[src/rtl/watch_alarm_core.sv]
// Watch core: 1 Hz prescaler, HH:MM:SS time counter, button-driven edit FSM,
// 12/24-hour display mapping and a single alarm with timed ring.
module watch_alarm_core #(
  parameter int CLK_FREQ    = 50_000_000,
  parameter int RING_SECS   = 60,
  parameter int AL_HOUR_RST = 7,
  parameter int AL_MIN_RST  = 0
) (
  input  logic       clk,
  input  logic       rst,
  input  logic       mode_btn,
  input  logic       inc_btn,
  input  logic       fmt_12h,
  input  logic       alarm_en,
  output logic       en_1hz,
  output logic [4:0] hour,
  output logic [5:0] minute,
  output logic [5:0] second,
  output logic       pm,
  output logic [2:0] edit_state,
  output logic [4:0] alarm_hour,
  output logic [5:0] alarm_min,
  output logic       alarm_ring
);

  localparam int PW = (CLK_FREQ > 1) ? $clog2(CLK_FREQ) : 1;
  localparam int RW = (RING_SECS > 0) ? $clog2(RING_SECS + 1) : 1;
  localparam logic [PW-1:0] PRE_MAX = PW'(CLK_FREQ - 1);
  localparam logic [RW-1:0] RING_LD = RW'(RING_SECS);

  typedef enum logic [2:0] {
    RUN     = 3'd0,
    SET_HR  = 3'd1,
    SET_MIN = 3'd2,
    SET_SEC = 3'd3,
    AL_HR   = 3'd4,
    AL_MIN  = 3'd5
  } state_e;

  state_e        state_q, state_d;
  logic [PW-1:0] pre_q, pre_d;
  logic          en_q, en_d;
  logic [4:0]    hr_q, hr_d;
  logic [5:0]    min_q, min_d;
  logic [5:0]    sec_q, sec_d;
  logic [4:0]    alh_q, alh_d;
  logic [5:0]    alm_q, alm_d;
  logic          ring_q, ring_d;
  logic [RW-1:0] rcnt_q, rcnt_d;

  logic       inc;
  logic       cancel;
  logic       trigger;
  logic [4:0] hr_nx;
  logic [5:0] min_nx;
  logic [5:0] sec_nx;

  // Time as it will be after one tick; used by both the counter and the alarm compare.
  always_comb begin
    sec_nx = (sec_q == 6'd59) ? 6'd0 : sec_q + 6'd1;
    min_nx = min_q;
    hr_nx  = hr_q;
    if (sec_q == 6'd59) begin
      min_nx = (min_q == 6'd59) ? 6'd0 : min_q + 6'd1;
      if (min_q == 6'd59) hr_nx = (hr_q == 5'd23) ? 5'd0 : hr_q + 5'd1;
    end
  end

  // mode_btn has priority, so a coincident inc_btn is dropped.
  assign inc     = inc_btn & ~mode_btn;
  assign cancel  = mode_btn | inc_btn | ~alarm_en;
  assign trigger = (state_q == RUN) && alarm_en && en_q &&
                   (hr_nx == alh_q) && (min_nx == alm_q) && (sec_nx == 6'd0);

  always_comb begin
    state_d = state_q;
    case (state_q)
      RUN:     if (mode_btn) state_d = SET_HR;
      SET_HR:  if (mode_btn) state_d = SET_MIN;
      SET_MIN: if (mode_btn) state_d = SET_SEC;
      SET_SEC: if (mode_btn) state_d = AL_HR;
      AL_HR:   if (mode_btn) state_d = AL_MIN;
      AL_MIN:  if (mode_btn) state_d = RUN;
      default: state_d = RUN;
    endcase
  end

  always_comb begin
    pre_d = (pre_q == PRE_MAX) ? '0 : pre_q + 1'b1;
    en_d  = (pre_q == PRE_MAX);
    hr_d  = hr_q;
    min_d = min_q;
    sec_d = sec_q;
    alh_d = alh_q;
    alm_d = alm_q;
    if (state_q == RUN) begin
      if (en_q) begin
        hr_d  = hr_nx;
        min_d = min_nx;
        sec_d = sec_nx;
      end
    end else if (inc) begin
      case (state_q)
        SET_HR:  hr_d  = (hr_q == 5'd23) ? 5'd0 : hr_q + 5'd1;
        SET_MIN: min_d = (min_q == 6'd59) ? 6'd0 : min_q + 6'd1;
        SET_SEC: begin
          // Restart the second so the next tick lands a full period later.
          sec_d = 6'd0;
          pre_d = '0;
        end
        AL_HR:   alh_d = (alh_q == 5'd23) ? 5'd0 : alh_q + 5'd1;
        AL_MIN:  alm_d = (alm_q == 6'd59) ? 6'd0 : alm_q + 6'd1;
        default: ;
      endcase
    end
  end

  // Cancel beats trigger; a running ring keeps timing out in any state.
  always_comb begin
    ring_d = ring_q;
    rcnt_d = rcnt_q;
    if (cancel) begin
      ring_d = 1'b0;
      rcnt_d = '0;
    end else if (trigger) begin
      ring_d = 1'b1;
      rcnt_d = RING_LD;
    end else if (ring_q && en_q) begin
      rcnt_d = rcnt_q - 1'b1;
      if (rcnt_q <= RW'(1)) ring_d = 1'b0;
    end
  end

  always_ff @(posedge clk or negedge rst) begin
    if (!rst) begin
      state_q <= RUN;
      pre_q   <= '0;
      en_q    <= 1'b0;
      hr_q    <= 5'd0;
      min_q   <= 6'd0;
      sec_q   <= 6'd0;
      alh_q   <= 5'(AL_HOUR_RST);
      alm_q   <= 6'(AL_MIN_RST);
      ring_q  <= 1'b0;
      rcnt_q  <= '0;
    end else begin
      state_q <= state_d;
      pre_q   <= pre_d;
      en_q    <= en_d;
      hr_q    <= hr_d;
      min_q   <= min_d;
      sec_q   <= sec_d;
      alh_q   <= alh_d;
      alm_q   <= alm_d;
      ring_q  <= ring_d;
      rcnt_q  <= rcnt_d;
    end
  end

  always_comb begin
    hour = hr_q;
    if (fmt_12h) begin
      if (hr_q == 5'd0)      hour = 5'd12;
      else if (hr_q > 5'd12) hour = hr_q - 5'd12;
    end
  end

  assign pm         = (hr_q >= 5'd12);
  assign en_1hz     = en_q;
  assign minute     = min_q;
  assign second     = sec_q;
  assign edit_state = state_q;
  assign alarm_hour = alh_q;
  assign alarm_min  = alm_q;
  assign alarm_ring = ring_q;

endmodule
[config.mk]
export PLATFORM = sky130hd
export DESIGN_NAME = watch_alarm_core
export DESIGN_NICKNAME = d
export VERILOG_FILES = /design/src/rtl/watch_alarm_core.sv
export SDC_FILE = /design/constraint.sdc
export NUM_CORES = 1
export LEC_CHECK = 0
export CAP_MARGIN = 20
export CORE_MARGIN = 1
export CORE_UTILIZATION = 58
export DETAILED_ROUTE_END_ITERATION = 10
export HOLD_SLACK_MARGIN = 0.12
export PLACE_DENSITY_LB_ADDON = 0.15
export SLEW_MARGIN = 20
export SYNTH_ARGS = -nofsm -noshare
export SYNTH_HDL_FRONTEND = slang
export SYNTH_SLANG_ARGS = --single-unit
[constraint.sdc]
create_clock -name clk -period 2.6 [get_ports clk]
set_input_delay 0.52 -clock clk [delete_from_list [all_inputs] [get_ports clk]]
set_output_delay 0.52 -clock clk [all_outputs]
set_load 0.05 [all_outputs]
==> metrics.txt <==
run status finished clean; GRT Overall Usage 26.9%; top-count cell post-synth dfrtp_1; Routed wire per std cell 15.4 um; Fin. Hold Viols 0; GPL Wtd Cong between 0.9 and 1; ys flop type dfrtp_1; antenna diode count 0; total CTS buffers 9; first-pass GRT wire length about 16 mm; startpoint types register; Slew HR 54.8%; initial detailed-routing violation count 175; latest clock arrival within the worst-skew pair 0.33 ns; setup TNS 0 ns; worst hold-check path type reg -> reg; CP max FO 7; CP Cell Sequence ha_1, nand3b_4, or2_0, buf_4, o21ai_1, a21oi_1, nor4_1, nand4_4, nor3b_1; CP delay by family, top simple AND/OR/NAND/NOR gates; DIE AREA 7320 sq um; synthesized instance count ~460; vias in the first global route 3444; routed wire length 9.28 mm; Worst Slack Setup Final 0.105 ns; Max Clk Rate between 400 and 500 MHz; synthesized area per cell 8.83 sq um; Post-synth EDFFs 0; Place WS 0.0906 ns; Crit Path Class reg -> reg; clock-pin transition on the worst setup and hold timing paths 0.07 ns; largest area contributor in the netlist dfrtp_1; PortBufs 39; Register Area 1640 sq um; overall power 3870 uW; static leakage 0.00213 uW; most frequent cells after synthesis 62 x dfrtp_1, 49 x nor2_1, 44 x nand2_1; TritonRoute pass-1 iters 4; met3 routed WL around 400 um; Syn Nets 478; top post-synthesis cells by area dfrtp_1 38%, xor2_1 4.8%, nor2_1 4.5%; DP Area about 4700 sq um; Yosys cell types 64; share of cells above drive strength 1 14.1%; Mapped Area 4050 sq um; Filler cells 515; skew final between 0.006 and 0.007 ns; Post-synth ARST share 100%; CTS Sinks 65; Largest stage delay, worst path 0.46 ns; Final ANT Viol Nets 0; total gr overflow 0; CTS max path bufs 2; Worst setup EP type register; post-synth top area share 38.3%; max-cap violation count 0; routed wl met2 4.69 mm; Final HPWL DP approximately 7.0 mm; Multi-input gate area between 2000 and 2500 sq um; starting density of the core 60.0%; register area share after synthesis 40.2%; final setup fails 0; Core Area approximately 6800 sq um; pin count of the biggest net entering global routing 27; FF+latch count, synth between 60 and 70; Final Cell Area 4880 sq um; clk root buf clkbuf_8; max layer used met4; via count 3590; slowest CP cell nor4_1; Area Overhead vs Synth 20.6%; Die H 85.6 um; antenna violations before repair 0; Top Ports 40; min Tclk post-route 2.50 ns; Final Max Tran Viols 0; met1 WL 3.95 mm; period utilisation layout 96.0%; crit path DAT approximately 2.7 ns; drt drc 0; Rows 30; H-tree depth 3; CP Buf/Inv Count 1; CTS tree yes; Critical Path RT about 2.8 ns; Vias/cell about 6; pwr/cell area 793 nW/um^2; nets 537; die width 85.6 um; maximum VDD drop 0.601 mV; Yosys Warn Count 0; Worst-Margin Slew just under 0.7 ns
## kinds of logic (layout without fill, tap and decap cells)
kind of cell	after synthesis	count (layout)	share of synthesized area [%]
fa+ha+maj	13	13	4.01
compound gates	89	89	14.4
xor+xnor	39	39	8.43
simple gates	206	206	27.1
flops	65	65	40.2
mux	7	7	1.79
buf+inv	40	104	4.05
## state kept, by name, summed over array words and instances, names as in the netlist, 3 cells and up
name,flops
alarm_hour,5
alarm_min,6
edit_state,3
hr_q,5
minute,6
pre_q,26
rcnt_q,6
second,6
## repair_timing
item,CTS,global route
endpoints found under the hold margin,10,0
hold buffers,1,0
gates resized for setup,0,6
setup buffers,0,0
endpoints found under the setup margin,0,10
## worst paths after layout
kind                            cells after the start  slack [ns]                        end                  start
worst max register to register                      9        0.10      rcnt_q[0]$_DFFE_PN0P_  minute[1]$_DFFE_PN0P_
min in group asynchronous                           2        0.66      second[3]$_DFFE_PN0P_                    rst
max in group asynchronous                           3        1.20  alarm_hour[2]$_DFFE_PN1P_                    rst
worst min-delay path                                1        0.51         pre_q[0]$_DFF_PN0_     pre_q[0]$_DFF_PN0_
worst min register to register                      1        0.51         pre_q[0]$_DFF_PN0_     pre_q[0]$_DFF_PN0_
worst max-delay path                                9        0.10      rcnt_q[0]$_DFFE_PN0P_  minute[1]$_DFFE_PN0P_
## layout by cell type (no fill, tap or decap), types with 6 or more instances in the layout
master	instances
a21oi_1	17
a31oi_1	7
and3_1	7
buf_4	30
clkbuf_8	10
clkdlybuf4s50_1	32
dfrtp_1	58
ha_1	11
inv_1	21
nand2_1	44
nand3_1	32
nand4_1	8
nor2_1	49
nor3_1	15
nor4_1	6
o21ai_0	23
xnor2_1	17
xor2_1	22
## layout make-up
class / count / share of cell area, %
clock buffer: 11 / 2.89
clock inverter: 5 / 0.640
inverter: 21 / 1.61
multi-input combinational: 354 / 46.6
sequential: 65 / 33.5
tap: 80 / 2.05
timing repair buffer: 67 / 12.7
## per-stage QoR
stage	cells	hold WS, ns	util, %
6_report	603	0.512	72.3
5_1_grt	603	0.533	72.3
4_1_cts	603	0.514	72.0
3_5_place_dp	586	0.478	69.3
3_3_place_gp	586	0.475	69.3
2_1_floorplan	459	0.224	-
## power by group
| group | internal (uW) | switching, uW | leakage [uW] | total, uW |
|---|---|---|---|---|
| clock | 369 | 384 | 0.0000891 | 752 |
| combinational | 648 | 1050 | 0.00119 | 1700 |
| sequential | 1210 | 216 | 0.000860 | 1420 |
## routing by layer
metal  up-vias  global-route usage (%)
li1       1756                       -
met1      1729                    34.2
met2        83                    45.3
met3        22                    5.49
met4         0                    10.9
met5         -                       0
## worst reg2reg max path, stage by stage (launching register included)
cell	delay [ns]
dfrtp_2	0.42
ha_1	0.25
nand3b_4	0.12
or2_0	0.32
buf_4	0.19
o21ai_1	0.11
a21oi_1	0.08
nor4_1	0.46
nand4_4	0.23
nor3b_1	0.20
Note: power is estimated with default switching activity, not from simulation.
